===== config.mk =====
export PLATFORM = sky130hd
export DESIGN_NAME = bc_turn_ctrl
export DESIGN_NICKNAME = d
export VERILOG_FILES = /design/src/rtl/bc_turn_ctrl.sv
export SDC_FILE = /design/constraint.sdc
export NUM_CORES = 1
export LEC_CHECK = 0
export CORE_UTILIZATION = 30
export DETAILED_ROUTE_END_ITERATION = 7
export HOLD_SLACK_MARGIN = 0.05
export PLACE_DENSITY = 0.45
export REMOVE_ABC_BUFFERS = 1
export SETUP_SLACK_MARGIN = 0.05
export SLEW_MARGIN = 10
export SYNTH_ARGS = -nofsm -noshare
export SYNTH_HDL_FRONTEND = slang
export SYNTH_SLANG_ARGS = --single-unit

===== constraint.sdc =====
create_clock -name clock -period 4.8 [get_ports clock]
set_input_delay 0.48 -clock clock [delete_from_list [all_inputs] [get_ports clock]]
set_output_delay 0.48 -clock clock [all_outputs]
set_load 0.01 [all_outputs]

===== src/rtl/bc_turn_ctrl.sv =====
// Bulls & Cows game-flow controller: secret entry, alternating guesses, result
// display and win handling, sharing one external bulls/cows comparator via req/ack.

module bc_digit_chk (
  input  logic [3:0] dig,
  output logic       ok
);
  assign ok = (dig <= 4'd9);
endmodule

module bc_turn_ctrl #(
  parameter int DISPLAY_CYCLES = 200000000,
  parameter int ATT_W          = 4
) (
  input  logic             clock,
  input  logic             reset,
  input  logic [15:0]      sw,
  input  logic             confirm,
  output logic             cmp_req,
  input  logic             cmp_ack,
  output logic [15:0]      cmp_secret,
  output logic [15:0]      cmp_guess,
  input  logic [2:0]       cmp_bulls,
  input  logic [2:0]       cmp_cows,
  output logic [2:0]       state,
  output logic             active_player,
  output logic [2:0]       bulls,
  output logic [2:0]       cows,
  output logic             win_flag,
  output logic             winner,
  output logic             err_flag,
  output logic [ATT_W-1:0] attempts_j1,
  output logic [ATT_W-1:0] attempts_j2
);
  localparam int NUM_DIG = 4;
  localparam int TW = (DISPLAY_CYCLES > 2) ? $clog2(DISPLAY_CYCLES) : 1;
  localparam logic [TW-1:0]    T_LAST  = TW'(DISPLAY_CYCLES - 1);
  localparam logic [ATT_W-1:0] ATT_MAX = {ATT_W{1'b1}};

  typedef enum logic [2:0] {
    S_SECRET_J1 = 3'd0, S_SECRET_J2 = 3'd1, S_GUESS_J1 = 3'd2, S_GUESS_J2 = 3'd3,
    S_DISP_J1   = 3'd4, S_DISP_J2   = 3'd5, S_WIN      = 3'd6, S_FIM      = 3'd7
  } st_e;

  st_e              state_q, state_d;
  logic [15:0]      secret_j1_q, secret_j1_d, secret_j2_q, secret_j2_d;
  logic [15:0]      guess_q, guess_d;
  logic [TW-1:0]    timer_q, timer_d;
  logic             req_q, req_d, ap_q, ap_d;
  logic [2:0]       bulls_q, bulls_d, cows_q, cows_d;
  logic             win_q, win_d, winner_q, winner_d, err_q, err_d;
  logic [ATT_W-1:0] att1_q, att1_d, att2_q, att2_d;

  logic [NUM_DIG-1:0] dig_ok;
  logic               bcd_ok, distinct_ok;

  for (genvar g = 0; g < NUM_DIG; g++) begin : g_dig
    bc_digit_chk u_chk (.dig(sw[4*g +: 4]), .ok(dig_ok[g]));
  end

  assign bcd_ok      = &dig_ok;
  assign distinct_ok = (sw[15:12] != sw[11:8]) && (sw[15:12] != sw[7:4]) &&
                       (sw[15:12] != sw[3:0])  && (sw[11:8]  != sw[7:4]) &&
                       (sw[11:8]  != sw[3:0])  && (sw[7:4]   != sw[3:0]);

  always_comb begin
    state_d     = state_q;
    secret_j1_d = secret_j1_q;
    secret_j2_d = secret_j2_q;
    guess_d     = guess_q;
    timer_d     = timer_q;
    req_d       = req_q;
    ap_d        = ap_q;
    bulls_d     = bulls_q;
    cows_d      = cows_q;
    win_d       = win_q;
    winner_d    = winner_q;
    err_d       = err_q;
    att1_d      = att1_q;
    att2_d      = att2_q;
    case (state_q)
      S_SECRET_J1, S_SECRET_J2: begin
        if (confirm) begin
          if (bcd_ok && distinct_ok) begin
            err_d = 1'b0;
            if (state_q == S_SECRET_J1) begin
              secret_j1_d = sw;
              state_d     = S_SECRET_J2;
              ap_d        = 1'b1;
            end else begin
              secret_j2_d = sw;
              state_d     = S_GUESS_J1;
              ap_d        = 1'b0;
            end
          end else begin
            err_d = 1'b1;
          end
        end
      end
      S_GUESS_J1, S_GUESS_J2: begin
        // While a request is outstanding, confirm is ignored so operands stay frozen
        if (req_q) begin
          if (cmp_ack) begin
            req_d   = 1'b0;
            bulls_d = cmp_bulls;
            cows_d  = cmp_cows;
            timer_d = '0;
            if (state_q == S_GUESS_J1) begin
              if (att1_q != ATT_MAX) att1_d = att1_q + 1'b1;
            end else begin
              if (att2_q != ATT_MAX) att2_d = att2_q + 1'b1;
            end
            if (cmp_bulls == 3'd4) begin
              state_d  = S_WIN;
              winner_d = ap_q;
              win_d    = 1'b1;
            end else begin
              state_d = (state_q == S_GUESS_J1) ? S_DISP_J1 : S_DISP_J2;
            end
          end
        end else if (confirm) begin
          if (bcd_ok) begin
            err_d   = 1'b0;
            guess_d = sw;
            req_d   = 1'b1;
          end else begin
            err_d = 1'b1;
          end
        end
      end
      S_DISP_J1, S_DISP_J2: begin
        if (confirm || (timer_q == T_LAST)) begin
          state_d = (state_q == S_DISP_J1) ? S_GUESS_J2 : S_GUESS_J1;
          ap_d    = ~ap_q;
        end else begin
          timer_d = timer_q + 1'b1;
        end
      end
      S_WIN: begin
        if (timer_q == T_LAST) state_d = S_FIM;
        else                   timer_d = timer_q + 1'b1;
      end
      S_FIM: begin
        if (confirm) begin
          state_d     = S_SECRET_J1;
          secret_j1_d = '0;
          secret_j2_d = '0;
          timer_d     = '0;
          bulls_d     = '0;
          cows_d      = '0;
          win_d       = 1'b0;
          winner_d    = 1'b0;
          err_d       = 1'b0;
          att1_d      = '0;
          att2_d      = '0;
          ap_d        = 1'b0;
        end
      end
      default: state_d = S_SECRET_J1;
    endcase
  end

  always_ff @(posedge clock or negedge reset) begin
    if (!reset) begin
      state_q     <= S_SECRET_J1;
      secret_j1_q <= '0;
      secret_j2_q <= '0;
      guess_q     <= '0;
      timer_q     <= '0;
      req_q       <= 1'b0;
      ap_q        <= 1'b0;
      bulls_q     <= '0;
      cows_q      <= '0;
      win_q       <= 1'b0;
      winner_q    <= 1'b0;
      err_q       <= 1'b0;
      att1_q      <= '0;
      att2_q      <= '0;
    end else begin
      state_q     <= state_d;
      secret_j1_q <= secret_j1_d;
      secret_j2_q <= secret_j2_d;
      guess_q     <= guess_d;
      timer_q     <= timer_d;
      req_q       <= req_d;
      ap_q        <= ap_d;
      bulls_q     <= bulls_d;
      cows_q      <= cows_d;
      win_q       <= win_d;
      winner_q    <= winner_d;
      err_q       <= err_d;
      att1_q      <= att1_d;
      att2_q      <= att2_d;
    end
  end

  // The guesser is scored against the opponent's secret
  assign cmp_secret    = ap_q ? secret_j1_q : secret_j2_q;
  assign cmp_guess     = guess_q;
  assign cmp_req       = req_q;
  assign state         = state_q;
  assign active_player = ap_q;
  assign bulls         = bulls_q;
  assign cows          = cows_q;
  assign win_flag      = win_q;
  assign winner        = winner_q;
  assign err_flag      = err_q;
  assign attempts_j1   = att1_q;
  assign attempts_j2   = att2_q;

endmodule


Word level (Yosys, flattened, before mapping):

Index checks and enable logic that the tools add are counted.

* bitwise gates (word level): 2
* reductions and logical operators: 28
* mux-type cells: 69
* equality and inequality tests: 35
* add/sub/neg operators: 3
* order comparisons: 4

Operators by type and width (number)
* $mux W28: 5
* $mux W16: 8
* $pmux W28 S4: 1
* $pmux W16 S2: 2
* $mux W4: 9
* $ne A2 B2 Y1 const B: 18
* $mux W3: 11
* $add A28 B1 Y28 const B: 1
* $eq A28 B28 Y1 const B: 1
* $reduce_and A5 Y1: 5
* $ne A4 B4 Y1: 6
* $mux W1: 22
* $reduce_and A6 Y1: 3
* $le A4 B4 Y1 const B: 4
* $pmux W4 S2: 2
* $eq A3 B3 Y1 const B: 5
* $pmux W3 S5: 1
* $reduce_and A7 Y1: 2
* $pmux W3 S2: 2
* $add A4 B1 Y4 const B: 2
* $ne A4 B4 Y1 const B: 2
* $reduce_and A4 Y1: 2
* $eq A3 B2 Y1 const B: 2
* $logic_and A1 B1 Y1: 6
* other kinds (11): 19

* bits in registers: 98
* bits of input ports: 26
* output and inout bits: 54
* word-level logic and storage cells: 155

Logic depth before layout (Yosys ltp):

Gate-level depths: netlist (run 1).

* word-level depth: 10
* gate-level depth with buffers: 8
* gate-level depth less buffers: 6

Cells and area by module:

A second synthesis (run 1) with hierarchy kept.

* cell total of the unflattened synthesis: 470
* area, all modules: 5123.7 um2

Modules (own cells, without submodules)
* bc_turn_ctrl: times used 1, cells an instance 466, sequential area each 2452.4 um2, area each 5103.6 um2
* bc_digit_chk: times used 4, cells an instance 1, sequential area each 0.0 um2, area each 5.0 um2

Worst setup path before layout (run 1):

Ideal clock, no wire load.

* path type: input -> register
* start: input confirm
* end: register timer_q[13]
* path slack: 2.441 ns
* stages on the path: 8
* arrival: 2.281 ns
* path buffers: 3
* setup time: 0.078 ns
* data required time: 4.722 ns
* path through: buf_2 -> nor2b_1 -> or3_1 -> clkbuf_1 -> or2_1 -> buf_2 -> or4_1 -> a21oi_1

* longest elaborated chain between the ends: 3
* elaborated cells between the ends (all ways): 4
* classes of those cells: eq/ne: 2; reduce/logical: 2

Ends and longest elaborated chain
* from (decl): RTL line 18 `input logic confirm,`
* $logic_or A1 B1 Y1: RTL line 132 `if (confirm || (timer_q == T_LAST)) begin`
* $ne A2 B2 Y1 (no source line)
* $reduce_and A6 Y1 (no source line) (*)
* to (signal assigned): RTL line 184 `timer_q <= timer_d;`
* to (decl): RTL line 48 `logic [TW-1:0] timer_q, timer_d;`

Mark *: on every way between the ends. The rest lies on a longest branch, timed or not.
A chain may end at the register's enable or synchronous reset.

Worst setup path in the final report (run 1):

* start: input sw[5]
* end: register secret_j1_q[15]

* longest elaborated chain between the ends: 9
* elaborated cells between the ends (all ways): 13
* classes of those cells: order compare: 1; eq/ne: 4; reduce/logical: 8

Ends and longest elaborated chain
* from (decl): RTL line 17 `input logic [15:0] sw,`
* parallel branches: the longest is 6 deep, another holds $le A4 B4 Y1
* $logic_and A1 B1 Y1 (*): RTL line 84 `if (bcd_ok && distinct_ok) begin`
* $ne A2 B2 Y1 (no source line) (*)
* $reduce_and A5 Y1 (no source line) (*)
* to (signal assigned): RTL line 181 `secret_j1_q <= secret_j1_d;`
* to (decl): RTL line 46 `logic [15:0] secret_j1_q, secret_j1_d, secret_j2_q, secret_j2_d;`

Every way passes the cells marked *.

==> results of run 1 <==
## where the power goes
group / total (mW) / leakage (nW) / switching (mW) / internal (mW)
registers: 1.32 / 1.31 / 0.250 / 1.07
logic: 1.41 / 1.50 / 0.705 / 0.709
clock network: 0.856 / 0.173 / 0.330 / 0.526
## placed cells by master, fill, tap and decap left out, types with 4 or more instances in the layout
cell type / n
clkdlybuf4s50_1: 78
nand3_1: 23
xnor2_1: 9
or4_1: 12
o31ai_1: 14
or3_1: 9
nor2_1: 18
inv_1: 8
a31oi_1: 4
nand4_1: 12
buf_4: 7
nand2_1: 88
dfrtp_1: 98
nor4_1: 7
and2_1: 5
nor3_1: 5
o21ai_0: 22
mux2i_1: 34
xor2_1: 22
a21oi_1: 26
clkbuf_16: 9
mux2_2: 33
## synth_stat cells (3+ instances only)
cell type   n  area share, %
xor2_1     22            3.6
nor4_1      8           0.94
nand3_1    23            2.2
dfrtp_1    98             46
buf_2       6           0.56
or3_1       9            1.1
a31oi_1     4           0.47
o31ai_1    14            2.0
nand2_1    88            6.2
buf_1       3           0.21
nor4bb_1    3           0.56
o21ai_0    22            2.1
and3_1      3           0.35
mux2i_1    34            6.4
a21oi_1    26            2.4
and2_1      5           0.59
xnor2_1     9            1.5
inv_1       8           0.56
nor2b_1     3           0.35
nand4_1    12            1.4
mux2_2     33            7.0
nor3_1      5           0.47
o211ai_1    3           0.42
nor2_1     18            1.3
clkbuf_1   28            2.0
or4_1      12            1.7
ha_1        3           0.71
## stage by stage
stage	hold WS, ns	instance area [sq um]
2_1_floorplan	0.184	5170
3_3_place_gp	0.458	6290
3_5_place_dp	0.468	6290
4_1_cts	0.291	6640
5_1_grt	0.331	6640
6_report	0.239	6640
## routing by layer
metal	part of all wire, %	wire length [microns]	vias to the layer above
met5	0	0	-
met4	1.9	267	0
met3	3.8	540	17
met2	47	6650	79
met1	47	6720	2161
li1	-	-	2074
## layout make-up
type | instances | area, sq um
clock buffers | 10 | 239
clock inverters | 6 | 113
fillers | 1750 | 10700
inverters | 8 | 30.0
multi-input cells | 399 | 2700
flip-flops and latches | 98 | 2450
well taps | 225 | 282
repair buffers | 85 | 833
## flip-flops by register name (all words and copies together) (netlist names), 3 cells and up
name         cells
cows             3
bulls            3
state            3
secret_j1_q     16
attempts_j1      4
timer_q         28
secret_j2_q     16
attempts_j2      4
cmp_guess       16
## worst max-delay path by stage
stage	to	slack, ns	cells after the start
2_1_floorplan	timer_q[6]	2.05	4
3_3_place_gp	secret_j1_q[15]	1.51	6
3_5_place_dp	secret_j1_q[15]	1.40	6
4_1_cts	secret_j1_q[15]	1.78	6
5_1_grt	secret_j1_q[10]	1.59	6
6_report	secret_j1_q[15]	1.87	6
## logic make-up after synthesis
family          synth area share, %
simple gates                   20.5
flops                          46.1
compound gates                 10.8
mux                            13.4
buf+inv                        3.41
xor+xnor                       5.10
fa+ha+maj                     0.706
==> results_dict.tcl, run 1 <==
set metrics [dict create \
    status "finished clean" \
    diodes 0 \
    gr-usage-met3_pct 4.23 \
    yosysWarnings 0 \
    end_kind "flip-flop" \
    dp.cells 815 \
    synth_flop_cell "dfrtp_1" \
    final_hold_viol_count 0 \
    dieArea_sq_um 18300 \
    cts_tree "built" \
    seq_area_frac_synth_pct 46.1 \
    tightest_slew_ns 1.15 \
    gr-usage-met1_pct 22.4 \
    rsz0062_at_grt "no" \
    area_growth_pct 24.9 \
    die_y_microns 135 \
    r2r-end "secret_j1_q[0]" \
    worst_setup_path_start_kind "input port" \
    max_cap_violations 0 \
    syn_area_sq_um 5320 \
    path_buf_inv 1 \
    hold_buffers 0 \
    post-cts-setup-buffers 0 \
    fin_ws_ns 1.87 \
    slew_viol_final 0 \
    dr_total_vias 4331 \
    synthCells 543 \
    fmax_mhz 341 \
    async_reset_ff_share_pct 100 \
    syn_area_per_cell_sq_um 9.80 \
    clk_path_buf_depth 2 \
    path_max_fanout 16 \
    first_iter_violations 196 \
    leakagePower_nw 2.98 \
    crit_chain "clkdlybuf4s50_1 -> xor2_1 -> nor4_1 -> nor4_4 -> nand3_1 -> mux2i_1" \
    place_congestion 0.746 \
    start_util_pct 30.8 \
    die_x_microns 135 \
    finish.utilization_pct 38.4 \
    grt.busiest_layer "met2" \
    postRouteAntennaNets 0 \
    required_ns 5.06 \
    synth-edff-count 0 \
    r2r-start "state[2]" \
    hp-class "in -> async" \
    ctsResizeCount 0 \
    synth_cell_types 57 \
    worstSetupStartpoint "sw[5]" \
    worst_ir_drop_vdd_v 0.000213 \
    coreArea_sq_um 17300 \
    fin_tns_setup_ns 0 \
    r2r.worst_path.cells 5 \
    dp_hpwl_microns 9790 \
    overflow 0 \
    fin_nets 630 \
    cts_inserted_buffers 9 \
    first_pass_iters 4 \
    grt_use_met2_pct 25.7 \
    io_pins 80 \
    wl_per_cell_microns 17.1 \
    antenna_found_initial 0 \
    crit_type "in -> reg" \
    path_clk_slew_ns 0.07 \
    total_power_mw 3.59 \
    drc 0 \
    ctsHtreeMaxLevel 3 \
    grt_usage_pct 16.6 \
    drive_above_1_share_pct 10.9 \
    setup_violations 0 \
    cts.sinks 98 \
    post-route-min-period_ns 2.93 \
    critPathArrivalTime_ns 3.19 \
    skew_ns 0.00880 \
    insertion_delay_ns 0.36 \
    drt_wl_total_microns 14200 \
    cellPowerDensity_nw_per_um2 541 \
    path_delay_family "simple AND/OR/NAND/NOR gates" \
    grt_max_degree 65 \
    place_ws_ns 1.40 \
    grt_pass1_vias 4375 \
    post-route-period-util_pct 61.1 \
    cpMaxStageDelayCell "nand3_1" \
    slew-limit-headroom_pct 22.9 \
    num_rows 48 \
    cpPeakStageDelay_ns 0.87 \
    synth_seq_cells 98 \
    final_cells 831 \
    worst-r2r-setup-slack_ns 1.88 \
    io_buffers 79 \
    grt_pass1_wl_microns 23600 \
    root_buffer "clkbuf_16" \
    vias_per_cell 5.21 \
]
(Power assumes the default switching activity.)
==> inputs of run 2 (changes only) <==
- PLACE_DENSITY: 0.45 -> 0.47
- clock period: 4.8 -> 2.5 ns (I/O delays scaled with it)
==> results_dict.tcl, run 2 (synthesis gave the netlist of run 1 again) <==
set metrics [dict create \
    cpPeakStageDelay_ns 0.69 \
    grt_max_degree 51 \
    insertion_delay_ns 0.36 \
    r2r-end "timer_q[13]" \
    area_growth_pct 30.9 \
    tightest_slew_ns 0.675 \
    path_clk_slew_ns 0.07 \
    r2r.worst_path.cells 5 \
    ctsHtreeMaxLevel 3 \
    overflow 0 \
    final_common_cell "dfrtp_1" \
    start_util_pct 30.8 \
    postRouteAntennaNets 0 \
    vias_per_cell 5.10 \
    slew_viol_final 0 \
    worst_ir_drop_vdd_v 0.000567 \
    worst_setup_path_start_kind "flip-flop" \
    critPathArrivalTime_ns 2.10 \
    dp_hpwl_microns 10600 \
    first_pass_iters 4 \
    max_cap_violations 0 \
    drive_above_1_share_pct 16.4 \
    io_buffers 79 \
    end_kind "output port" \
    r2r-start "state[0]" \
    grt_pass1_vias 4616 \
    cts_inserted_buffers 9 \
    root_buffer "clkbuf_16" \
    finish.utilization_pct 40.3 \
    final_hold_viol_count 0 \
    path_delay_family "buffers and inverters" \
    cts.sinks 98 \
    worst-r2r-setup-slack_ns 0.31 \
    clk_path_buf_depth 2 \
    cts_tree "built" \
    path_buf_inv 2 \
    hp-class "in -> reg" \
    crit_type "reg -> out" \
    post-route-period-util_pct 93.8 \
    slew-limit-headroom_pct 55.0 \
    diodes 0 \
    status "finished clean" \
    coreArea_sq_um 17300 \
    hold_path_depth 3 \
    grt_usage_pct 17.4 \
    setup_violations 0 \
    io_pins 80 \
    first_iter_violations 201 \
    most-common-layout-cells "dfrtp_1, nand2_1, clkdlybuf4s50_1" \
    largest_reg_flops 28 \
    fmax_mhz 426 \
    skew_ns 0.00616 \
    drt_wl_total_microns 14700 \
    ctsResizeCount 0 \
    leakagePower_nw 3.16 \
    hold_end "cows[0]" \
    place_congestion 0.797 \
    num_rows 48 \
    rsz0062_at_grt "no" \
    dr_total_vias 4443 \
    dp.cells 855 \
    cellPowerDensity_nw_per_um2 996 \
    antenna_found_initial 0 \
    post-cts-setup-buffers 0 \
    drc 0 \
    top_register "timer_q" \
    place_ws_ns -0.131 \
    final_cells 872 \
    die_x_microns 135 \
    dieArea_sq_um 18300 \
    fin_ws_ns 0.154 \
    wl_per_cell_microns 16.9 \
    path_max_fanout 11 \
    cpMaxStageDelayCell "dfrtp_1" \
    crit_chain "buf_12 -> mux2_2 -> clkdlybuf4s50_1" \
    hold_path.startpoint "cmp_cows[0]" \
    die_y_microns 135 \
    grt_pass1_wl_microns 24600 \
    required_ns 2.25 \
    fin_nets 671 \
    post-route-min-period_ns 2.35 \
]
==> run 2: changes by cell type in the layout (fill, tap and decap cells not counted) <==
cell	previous run	this run
clkinv_2	1	0
dlygate4sd3_1	0	1
clkinvlp_4	0	2
buf_12	0	6
clkbuf_8	1	0
inv_8	0	1
buf_4	7	41
clkinv_4	1	2
inv_6	1	2
bufinv_16	3	0
==> run 2: cell type report <==
class                      instances  area, sq um
timing repair buffer             126         1220
inverter                           8         30.0
sequential                        98         2450
clock buffer                       9          225
fill                            1707        10300
clock inverter                     7         61.3
multi-input combinational        399         2700
tap                              225          282
==> run 2: through the flow <==
step	hold WS [ns]	area [sq um]	setup TNS, ns	power, mW
final	0.446	6960	0	6.94
after CTS	0.430	6960	0	7.03
after floorplan	-0.0456	5170	-2.98	3.89
after global placement	0.334	6670	-2.00	5.57
after global routing	0.449	6960	0	7.44
after detailed placement	0.339	6670	-2.57	5.60
==> run 2: worst max-delay path by stage <==
| stage | from | endpoint | cells past startpoint |
|---|---|---|---|
| final | active_player | cmp_secret[0] | 3 |
| after global routing | active_player | cmp_secret[12] | 3 |
| after CTS | active_player | cmp_secret[0] | 3 |
| after detailed placement | sw[5] | secret_j1_q[4] | 8 |
| after global placement | sw[5] | secret_j1_q[4] | 8 |
| after floorplan | state[2] | timer_q[6] | 4 |
==> run 2: what timing repair did <==
action                                 CTS  global route
endpoints found under the hold margin   48             0
setup endpoints to repair                0             0
hold buffers                             1             0
==> run 2: report_power, final <==
group | internal, mW | switching [mW]
Clock | 0.694 | 0.689
Sequential | 2.06 | 0.384
Combinational | 1.58 | 1.53
==> run 2: per-layer routing <==
layer | up-vias | GRT usage (%) | wire length, microns
met1 | 2193 | 23.4 | 7000
met2 | 83 | 27.6 | 6990
met3 | 12 | 3.48 | 546
met5 | - | 0 | 0
met4 | 0 | 6.80 | 200
li1 | 2155 | - | -
==> run 2: tightest hold or removal path, cell delays in order <==
cell             delay (ns)
clkdlybuf4s50_1        0.40
nand3_1                0.07
nand2_1                0.05
==> inputs of run 3 (changes only) <==
- RECOVER_POWER: not set -> 100
- SKIP_LAST_GASP: not set -> 1
==> results_dict.tcl, run 3 (synthesis gave the netlist of run 1 again) <==
set metrics [dict create \
    io_buffers 79 \
    grt_max_degree 51 \
    end_kind "output port" \
    insertion_delay_ns 0.36 \
    cts_tree "built" \
    cellPowerDensity_nw_per_um2 978 \
    ctsHtreeMaxLevel 3 \
    largest_reg_flops 28 \
    dieArea_sq_um 18300 \
    first_iter_violations 204 \
    setup_violations 0 \
    worst_setup_path_start_kind "flip-flop" \
    final_common_cell "dfrtp_1" \
    grt_pass1_wl_microns 24600 \
    gr-usage-met3_pct 3.48 \
    die_y_microns 135 \
    first_pass_iters 4 \
    max_cap_violations 0 \
    slew_viol_final 0 \
    regArea_sq_um 2450 \
    diodes 0 \
    dr_total_vias 4397 \
    drc 0 \
    tightest_slew_ns 1.32 \
    top_register "timer_q" \
    cts_inserted_buffers 9 \
    area_growth_pct 29.2 \
    gr-usage-met1_pct 23.4 \
    rsz0062_at_grt "no" \
    fillCellCount 1721 \
    worst-r2r-setup-slack_ns 0.17 \
    status "finished clean" \
    clk_path_buf_depth 2 \
    path_max_fanout 11 \
    leakagePower_nw 3.19 \
    coreArea_sq_um 17300 \
    required_ns 2.25 \
    overflow 0 \
    cts.sinks 98 \
    most-common-layout-cells "dfrtp_1, nand2_1, dlygate4sd3_1" \
    multi_input_area_sq_um 2660 \
    die_x_microns 135 \
    grt_pass1_vias 4616 \
    postRouteAntennaNets 0 \
    crit_type "reg -> out" \
    drive_above_1_share_pct 14.4 \
    num_rows 48 \
    wl_per_cell_microns 16.9 \
    vias_per_cell 5.04 \
    fmax_mhz 426 \
    root_buffer "clkbuf_16" \
    critPathArrivalTime_ns 2.10 \
    fin_nets 671 \
    dp_hpwl_microns 10600 \
    grt_use_met2_pct 27.6 \
    antenna_found_initial 0 \
    worst_ir_drop_vdd_v 0.000528 \
    path_clk_slew_ns 0.07 \
    place_congestion 0.797 \
    grt_usage_pct 17.4 \
    skew_ns 0.00623 \
    io_pins 80 \
    grt.busiest_layer "met2" \
    finish.utilization_pct 39.7 \
    post-route-min-period_ns 2.35 \
    ctsResizeCount 0 \
    place_ws_ns -0.131 \
    total_power_mw 6.72 \
    drt_wl_total_microns 14700 \
    hp-class "in -> reg" \
    fin_ws_ns 0.151 \
    final_hold_viol_count 0 \
    post-route-period-util_pct 94.0 \
    slew-limit-headroom_pct 12.2 \
    start_util_pct 30.8 \
]
==> run 3: cell types whose count changed in the layout (fill, tap and decap cells not counted), sizes merged <==
cell,before,now
buf,47,35
clkbuf,9,21
clkdlybuf4s50,78,38
dlygate4sd3,1,41
==> run 3: final timing paths <==
kind / cells after the start / startpoint / end
min reg2reg: 2 / cows[0] / cows[0]
min in group asynchronous: 2 / reset / cmp_guess[5]
min: 3 / cmp_cows[0] / cows[0]
max reg2reg: 7 / state[2] / cows[2]
max: 3 / active_player / cmp_secret[0]
max in group asynchronous: 3 / reset / bulls[1]
==> run 3: stage by stage <==
| stage | cells | cell area (sq um) | hold WS, ns | setup TNS, ns |
|---|---|---|---|---|
| after floorplan | 505 | 5170 | -0.0456 | -2.98 |
| after global placement | 855 | 6670 | 0.334 | -2.00 |
| after detailed placement | 855 | 6670 | 0.339 | -2.57 |
| after CTS | 872 | 6960 | 0.430 | 0 |
| after global routing | 872 | 6870 | 0.449 | 0 |
| final | 872 | 6870 | 0.444 | 0 |
==> run 3: timing repair <==
action,in CTS,in global routing
setup buffers,0,0
endpoints found under the hold margin,48,0
hold buffers,1,0
==> run 3: per-layer routing <==
layer | vias to the layer above | wire, microns
met2 | 77 | 6960
met5 | - | 0
met4 | 0 | 204
met1 | 2155 | 7010
met3 | 13 | 524
li1 | 2152 | -
==> run 3: worst max-delay path, stage by stage (launching register included) <==
cell,delay (ns)
dfrtp_1,0.69
buf_12,0.22
mux2_2,0.34
clkdlybuf4s50_1,0.49
==> run 3: cell type report <==
cell class / count / area share [%]
Multi-Input combinational cell: 399 / 38.7
Sequential cell: 98 / 35.7
Timing Repair Buffer: 126 / 16.9
Tap cell: 225 / 4.10
Clock buffer: 9 / 3.28
Clock inverter: 7 / 0.892
Inverter: 8 / 0.437
==> run 3: power by group <==
group,total (mW),internal (mW),switching [mW],leakage (nW)
Sequential,2.43,2.06,0.370,1.31
Clock,1.38,0.694,0.687,0.135
Combinational,2.91,1.40,1.51,1.75
